[config.mk]
export PLATFORM = sky130hd
export DESIGN_NAME = regfile_read_port_sb
export DESIGN_NICKNAME = d
export VERILOG_FILES = /design/src/rtl/wisc_pkg.sv /design/src/rtl/onehot_to_idx.sv /design/src/rtl/regfile_read_port_sb.sv
export SDC_FILE = /design/constraint.sdc
export NUM_CORES = 1
export LEC_CHECK = 0
export ABC_CLOCK_PERIOD_IN_PS = 4000
export CAP_MARGIN = 10
export CORE_ASPECT_RATIO = 1.5
export CORE_MARGIN = 2
export CORE_UTILIZATION = 55
export CTS_CLUSTER_DIAMETER = 200
export DETAILED_ROUTE_END_ITERATION = 12
export PLACE_DENSITY = 0.75
export SLEW_MARGIN = 30
export SYNTH_ARGS = -nofsm -noshare
export SYNTH_HDL_FRONTEND = slang
export SYNTH_SLANG_ARGS = --single-unit
export TNS_END_PERCENT = 10
[constraint.sdc]
create_clock -name clk -period 4 [get_ports clk]
set_input_delay 0.8 -clock clk [delete_from_list [all_inputs] [get_ports clk]]
set_output_delay 0.8 -clock clk [all_outputs]
set_load 0.05 [all_outputs]
[src/rtl/wisc_pkg.sv]
// Shared constants and types for the WISC register file slice.
//   NREG     : number of architectural registers (power of two)
//   IDW      : register-id width, log2(NREG)
//   DW       : data width
//   ZERO_REG : id of the hard-wired zero register
package wisc_pkg;

   localparam int NREG     = 16;
   localparam int IDW      = 4;
   localparam int DW       = 16;
   localparam int ZERO_REG = 0;

   typedef logic [IDW-1:0]  reg_id_t;
   typedef logic [DW-1:0]   word_t;
   typedef logic [NREG-1:0] wordline_t;

endpackage

[src/rtl/onehot_to_idx.sv]
// One-hot wordline encoder.
// Ports:
//   wordline : in  NREG-bit write wordline
//   valid    : out exactly one bit set and it is not the zero register
//   idx      : out index of the set bit (meaningful only when valid)
//   multi    : out more than one wordline bit set
module onehot_to_idx
   import wisc_pkg::*;
(
   input  logic [NREG-1:0] wordline,
   output logic            valid,
   output logic [IDW-1:0]  idx,
   output logic            multi
);

   logic seen_any;

   always_comb begin
      idx      = '0;
      seen_any = 1'b0;
      multi    = 1'b0;
      for (int i = 0; i < NREG; i++) begin
         if (wordline[i]) begin
            if (seen_any) begin
               multi = 1'b1;
            end
            seen_any = 1'b1;
            // OR-encoding is exact for one-hot input; idx is ignored otherwise
            idx = idx | reg_id_t'(i);
         end
      end
      // A lone hit on register 0 is not a real write
      valid = seen_any & ~multi & (idx != reg_id_t'(ZERO_REG));
   end

endmodule

[src/rtl/regfile_read_port_sb.sv]
// 16x16 register file with two registered read ports, same-cycle write
// bypass and a per-register busy scoreboard driving the decode stall.
// Ports:
//   clk, rst_n          : clock, asynchronous active-low reset
//   wordline, wr_data   : one-hot write wordline and write data
//   rd_en               : latch new read results this cycle
//   src_a_id, src_b_id  : read port register ids
//   rd_a_data, rd_b_data: registered read data
//   issue_en, dst_id    : issuing instruction claims dst_id
//   stall               : combinational, a source read this cycle is pending
//   busy_vec            : registered scoreboard bits
//   wl_err              : sticky multi-hot wordline flag
module regfile_read_port_sb
   import wisc_pkg::*;
(
   input  logic            clk,
   input  logic            rst_n,
   input  logic [NREG-1:0] wordline,
   input  logic [DW-1:0]   wr_data,
   input  logic            rd_en,
   input  logic [IDW-1:0]  src_a_id,
   input  logic [IDW-1:0]  src_b_id,
   output logic [DW-1:0]   rd_a_data,
   output logic [DW-1:0]   rd_b_data,
   input  logic            issue_en,
   input  logic [IDW-1:0]  dst_id,
   output logic            stall,
   output logic [NREG-1:0] busy_vec,
   output logic            wl_err
);

   word_t     regs_reg [NREG];
   word_t     rd_a_reg, rd_b_reg;
   wordline_t busy_reg, busy_next;
   logic      wl_err_reg;

   logic      wl_valid, wl_multi;
   reg_id_t   wl_idx;

   logic      wb_hit_a, wb_hit_b;
   word_t     rd_a_next, rd_b_next;

   onehot_to_idx u_enc (
      .wordline (wordline),
      .valid    (wl_valid),
      .idx      (wl_idx),
      .multi    (wl_multi)
   );

   // wl_valid already excludes register 0, so id 0 never hits the bypass
   assign wb_hit_a = wl_valid & (wl_idx == src_a_id);
   assign wb_hit_b = wl_valid & (wl_idx == src_b_id);

   // regs_reg[0] is reset to zero and never written, so it reads as zero
   assign rd_a_next = wb_hit_a ? wr_data : regs_reg[src_a_id];
   assign rd_b_next = wb_hit_b ? wr_data : regs_reg[src_b_id];

   // busy_reg[0] is never set, so id 0 cannot stall
   assign stall = rd_en & ((busy_reg[src_a_id] & ~wb_hit_a) |
                           (busy_reg[src_b_id] & ~wb_hit_b));

   // Scoreboard next state: a new issue wins over a retiring writeback
   assign busy_next[0] = 1'b0;
   generate
      for (genvar gi = 1; gi < NREG; gi++) begin : g_busy
         assign busy_next[gi] =
            (issue_en & (dst_id == reg_id_t'(gi))) |
            (busy_reg[gi] & ~(wl_valid & (wl_idx == reg_id_t'(gi))));
      end
   endgenerate

   always_ff @(posedge clk or negedge rst_n) begin
      if (!rst_n) begin
         for (int i = 0; i < NREG; i++) begin
            regs_reg[i] <= '0;
         end
         rd_a_reg   <= '0;
         rd_b_reg   <= '0;
         busy_reg   <= '0;
         wl_err_reg <= 1'b0;
      end else begin
         if (wl_valid) begin
            regs_reg[wl_idx] <= wr_data;
         end
         if (rd_en && !stall) begin
            rd_a_reg <= rd_a_next;
            rd_b_reg <= rd_b_next;
         end
         busy_reg <= busy_next;
         if (wl_multi) begin
            wl_err_reg <= 1'b1;
         end
      end
   end

   assign rd_a_data = rd_a_reg;
   assign rd_b_data = rd_b_reg;
   assign busy_vec  = busy_reg;
   assign wl_err    = wl_err_reg;

endmodule

---- After elaboration in Yosys (flattened, before gate mapping) ----
Cells that the tools add are included.
cells by class
  magnitude comparators ................... 6
  equal/unequal tests ..................... 32
  multiplexer cells ....................... 76
  bitwise gates (word level) .............. 89
  reduce and logical (&&, ||, !) cells .... 4
operators with widths
  kind                                                 number
  bitwise mux 256 bit                                  1
  binary-select mux 16 bit (select 4 bit)              2
  2-to-1 mux 16 bit                                    7
  demux 16 bit (select 4 bit)                          1
  == test 4 bit (second input constant)                16
  bitwise AND 1 bit                                    52
  2-to-1 mux 1 bit                                     49
  == test 4 x 3 -> 1 bit (second input constant)       8
  2-to-1 mux 4 bit                                     8
  NOT 1 bit                                            18
  == test 4 x 2 -> 1 bit (second input constant)       4
  bitwise OR 1 bit                                     16
  >= comparator 5 bit (second input constant)          3
  NOT 4 -> 5 bit                                       3
  2-to-1 mux 3 bit                                     4
  < comparator 4 x 5 -> 1 bit (second input constant)  2
  binary-select mux 1 bit (select 4 bit)               2
  == test 4 x 1 -> 1 bit (second input constant)       2
  == test 4 bit                                        2
  < comparator 5 x 1 -> 1 bit (second input constant)  1
  2-to-1 mux 2 bit                                     2
  nonzero test 4 bit                                   1
  logical AND 1 bit                                    2
  logical NOT 1 bit                                    1
word-level totals
  register bits after elaboration ......... 304
  input bits .............................. 48
  output and inout bits ................... 50
  word-level logic and storage cells ...... 227

---- Logic depth before layout (Yosys ltp) ----
  depth after elaboration ................. 41
  mapped depth ............................ 10
  mapped depth without buffers ............ 7

---- Hierarchy ----
Synthesis repeated with hierarchy kept, for this count alone.
second synthesis, totals
  cell total of the unflattened synthesis .. 1098
  area, all modules ....................... 16235.6 sq um
modules (own cells, without submodules)
  module                times used  cells each  area each (sq um)  sequential area each (sq um)
  regfile_read_port_sb  1           1062        15997.8            7607.3
  onehot_to_idx         1           36          237.7              0.0

---- Worst setup path after synthesis ----
Ideal clock, no wire load.
  path kind ............................... input to output
  start point ............................. input wordline[3]
  end point ............................... output stall
  arrival ................................. 3.304 ns
  data required time ...................... 3.200 ns
  setup slack ............................. -0.104 ns
  stages on the path ...................... 8
  buffers on the path ..................... 1
  cells stage by stage .................... nor4_1 > nand2_1 > nor3_1 > nor3b_1 > nand3_2 > clkbuf_1 > nand2_1 > a21oi_1
on the way
  cells in the longest elaborated chain, start to end .. 33
  elaborated cells on any way between the ends .. 65
  classes of those cells .................. 2 x eq/ne; 51 x mux; 11 x bitwise; 1 x reduce/logical
RTL lines
  item                                         RTL line                                                RTL
  start: declaration                           regfile_read_port_sb.sv:18                              input logic [NREG-1:0] wordline,
  2-to-1 mux 1 bit                             onehot_to_idx.sv:23                                     if (wordline[i]) begin
  2-to-1 mux 1 bit                             onehot_to_idx.sv:24                                     if (seen_any) begin
  2-to-1 mux 1 bit                             onehot_to_idx.sv:23
  2-to-1 mux 1 bit                             onehot_to_idx.sv:24
  2-to-1 mux 1 bit                             onehot_to_idx.sv:23
  2-to-1 mux 1 bit                             onehot_to_idx.sv:24
  2-to-1 mux 1 bit                             onehot_to_idx.sv:23
  2-to-1 mux 1 bit                             onehot_to_idx.sv:24
  [16 not listed]                              n/a
  2-to-1 mux 1 bit                             onehot_to_idx.sv:23
  NOT 1 bit                                    onehot_to_idx.sv:33                                     valid = seen_any & ~multi & (idx != reg_id_t'(ZERO_REG));
  bitwise AND 1 bit (2 in series)              onehot_to_idx.sv:33
  bitwise AND 1 bit, on equally long branches  regfile_read_port_sb.sv:51, regfile_read_port_sb.sv:52
  NOT 1 bit, on equally long branches          regfile_read_port_sb.sv:59, regfile_read_port_sb.sv:60
  bitwise AND 1 bit, on equally long branches  regfile_read_port_sb.sv:59, regfile_read_port_sb.sv:60
  bitwise OR 1 bit (*)                         regfile_read_port_sb.sv:59                              assign stall = rd_en & ((busy_reg[src_a_id] & ~wb_hit_a) |
  bitwise AND 1 bit (*)                        regfile_read_port_sb.sv:59
  end: declaration                             regfile_read_port_sb.sv:27                              output logic stall,
Mark *: on every way between the ends. The rest lies on a longest branch, timed or not.

---- Worst setup path after layout ----
  start point ............................. input wordline[8]
  end point ............................... output stall
on the way
  cells in the longest elaborated chain, start to end .. 23
  elaborated cells on any way between the ends .. 45
  classes of those cells .................. 2 x eq/ne; 31 x mux; 11 x bitwise; 1 x reduce/logical
RTL lines
  item                                         RTL line
  2-to-1 mux 1 bit                             onehot_to_idx.sv:23
  2-to-1 mux 1 bit                             onehot_to_idx.sv:24
  2-to-1 mux 1 bit                             onehot_to_idx.sv:23
  2-to-1 mux 1 bit                             onehot_to_idx.sv:24
  2-to-1 mux 1 bit                             onehot_to_idx.sv:23
  2-to-1 mux 1 bit                             onehot_to_idx.sv:24
  2-to-1 mux 1 bit                             onehot_to_idx.sv:23
  2-to-1 mux 1 bit                             onehot_to_idx.sv:24
  [6 not listed]                               n/a
  2-to-1 mux 1 bit                             onehot_to_idx.sv:23
  NOT 1 bit                                    onehot_to_idx.sv:33
  bitwise AND 1 bit (2 in series)              onehot_to_idx.sv:33
  bitwise AND 1 bit, on equally long branches  regfile_read_port_sb.sv:51, regfile_read_port_sb.sv:52
  NOT 1 bit, on equally long branches          regfile_read_port_sb.sv:59, regfile_read_port_sb.sv:60
  bitwise AND 1 bit, on equally long branches  regfile_read_port_sb.sv:59, regfile_read_port_sb.sv:60
  bitwise OR 1 bit (*)                         regfile_read_port_sb.sv:59
  bitwise AND 1 bit (*)                        regfile_read_port_sb.sv:59
Marked as above.

==> flow_summary.yaml <==
run_status:
  status: "complete, no violations"
global_routing:
  grtUsageTotal_pct: 30.8
  grt_max_degree: 103
  grt_pass1_vias: 11900
  antenna_found_initial: 1
  grt_pass1_wl_um: 72400
  grt.overflow.total: 0
synth:
  synth_area_per_cell_um2: 14.7
  ys.flop_type: "dfrtp_1"
  seq_area_frac_synth_pct: 46.3
  syn_area_um2: 16400
  synth_compound_area_share_pct: 5.72
  synth_edf_count: 0
  synth_top_area_cell: "dfrtp_1"
  synthTopCellsByArea: "dfrtp_1 (46%), mux4_2 (21%), mux2_2 (16%)"
  ys_ff_latch: 304
  yosysWarnings: 0
  yosysUniqueCellTypes: 58
  synthCells: 1116
  synth_top_family_by_area: "multiplexers"
  synth-simple-area-share_pct: 6.67
  yosysMostFrequentCell: "dfrtp_1"
  netlist_top_cells_count: "dfrtp_1 (304), mux2_2 (238), mux4_2 (151)"
  synthMuxAreaShare_pct: 37.3
  async_reset_ff_share_pct: 100
  synthXorXnorAreaFrac_pct: 0.320
  synthAdderAreaFrac_pct: 0.122
  syn_nets: 1164
  synth_top_area_share_pct: 46.3
place:
  post-place-ws_ns: -0.0213
  place.gp.congestion: 0.829
  portBuffers: 96
  dp_hpwl_um: 28300
  place_inst: 1566
floorplan:
  die_y_um: 216
  core_area_um2: 29500
  io_pins: 98
  dieArea_um2: 31300
  die_w_um: 145
  initial_core_util_pct: 55.8
  rows: 77
timing:
  rsz0062_at_grt: "false"
  maxSlewHeadroom_pct: 45.3
  finalCritPeriodShare_pct: 96.7
  finalSetupViolCount: 0
  period_needed_ns: 3.87
  worst_pin_slew_ns: 0.820
  holdWs_ns: 0.308
  hold_viol_final: 0
  slew_violations: 0
  fin_ws_ns: 0.131
  finalClockSkew_ns: 0.0121
  fmax_mhz: 258
  tns_ns: 0
clock_tree:
  numClockSinks: 304
  clk_path_buf_depth: 3
  h-tree-depth: 1
  cts_root_buffer: "clkbuf_16"
  hold_buffers: 0
  numCtsBuffers: 29
  cts_tree: "yes"
  clk_pin_slew_ns: 0.06
  clk-insertion-delay-late_ns: 0.56
layout:
  syn2layout_area_growth_pct: 17.4
  largest_reg_flops: 256
  nets: 1251
  stdcell_count: 1620
  drive_gt1_share_pct: 46.4
detailed_routing:
  ant_nets: 0
  drt_iter0_markers: 1077
  wirelength_um: 47500
  wl_per_cell_um: 29.3
  drc: 0
  vias_per_cell: 6.93
  first_pass_iters: 5
  via_count: 11200
worst_hold_path:
  hold_path.class: "input pin to async pin"
job:
  cap_violations: 0
pwr:
  cellPowerDensity_nw_per_um2: 395
  peakVddDrop_v: 0.000492
  leakage_nw: 8.63
  finalPower_w: 0.00762
worst_setup_path:
  cp.arrival_ns: 3.07
  cp-start-kind: "input pin"
  crit_fanout: 4
  cp_data_required_time_ns: 3.20
  crit_path_end_kind: "output port"
  critPathKind: "input pin to output port"
==> cell usage in the layout, fill, tap and decap left out, types with 18 or more instances in the layout <==
master,netlist,routed
clkdlybuf4s50_1,0,80
dfrtp_1,304,304
nor2_1,39,39
nor4_1,22,18
buf_4,6,49
buf_12,0,24
a22oi_1,32,32
clkbuf_16,0,29
mux4_2,151,151
a21oi_1,22,21
mux2_2,238,238
nand2_1,32,31
==> layout make-up <==
type | count | area, µm²
diodes | 1 | 2.50
clock buffers | 44 | 882
clock inverters | 8 | 98.8
fillers | 2095 | 10200
inverters | 15 | 56.3
multi-input cells | 686 | 8360
flip-flops and latches | 304 | 7610
well taps | 395 | 494
repair buffers | 167 | 1800
==> worst max-delay path: stages <==
cell	delay [ns]
clkdlybuf4s50_1	0.66
nor4_4	0.07
buf_4	0.15
nand3_1	0.16
nor3_1	0.09
or4_4	0.55
o31ai_4	0.30
a21oi_2	0.12
buf_6	0.17
==> where the power goes <==
| group | leakage (nW) | total (W) | internal [W] | switching [W] |
|---|---|---|---|---|
| combinational | 4.05 | 0.00147 | 0.000529 | 0.000941 |
| sequential | 4.10 | 0.00333 | 0.00321 | 0.000112 |
| clock | 0.485 | 0.00282 | 0.00165 | 0.00118 |
| total | 8.63 | 0.00762 | 0.00539 | 0.00223 |
==> path summary, 6_finish.rpt <==
kind / from / end / slack [ns] / cells past startpoint
worst max-delay path: wordline[8] / stall / 0.13 / 9
worst min-delay path: rst_n / regs_reg[221]$_DFFE_PN0P_ / 0.31 / 1
worst max register to register: busy_vec[15]$_DFF_PN0_ / rd_b_data[14]$_DFFE_PN0P_ / 1.34 / 6
worst min register to register: regs_reg[240]$_DFFE_PN0P_ / regs_reg[240]$_DFFE_PN0P_ / 0.39 / 0
max in group asynchronous: rst_n / regs_reg[27]$_DFFE_PN0P_ / 2.62 / 2
min in group clk: regs_reg[240]$_DFFE_PN0P_ / regs_reg[240]$_DFFE_PN0P_ / 0.39 / 0
==> cell families (layout without fill, tap and decap cells) <==
kind of cell | count (synthesis) | count (layout)
compound gates | 118 | 118
mux | 394 | 394
fa+ha+maj | 2 | 2
simple gates | 165 | 165
xor+xnor | 6 | 6
other cells | 1 | 2
buf+inv | 126 | 234
flops | 304 | 304
==> routing by layer <==
layer	up-vias	routed length, µm	GRT usage, %
li1	4545	-	-
met1	5905	17400	39.5
met2	614	23900	51.5
met3	158	3650	4.63
met4	0	2540	15.8
met5	-	0	0
==> through the flow <==
stage	area (µm²)	util, %
after floorplan	16400	-
after global placement	18200	61.7
after detailed placement	18200	61.7
after CTS	19200	65.1
after global routing	19300	65.5
final	19300	65.5
==> repair_timing <==
action | CTS | global route
resized for setup | 1 | 22
gates cloned | 0 | 0
pin swaps | 0 | 8
setup buffers | 0 | 1
endpoints found under the setup margin | 1 | 1
Note: power is estimated with default switching activity, not from simulation.
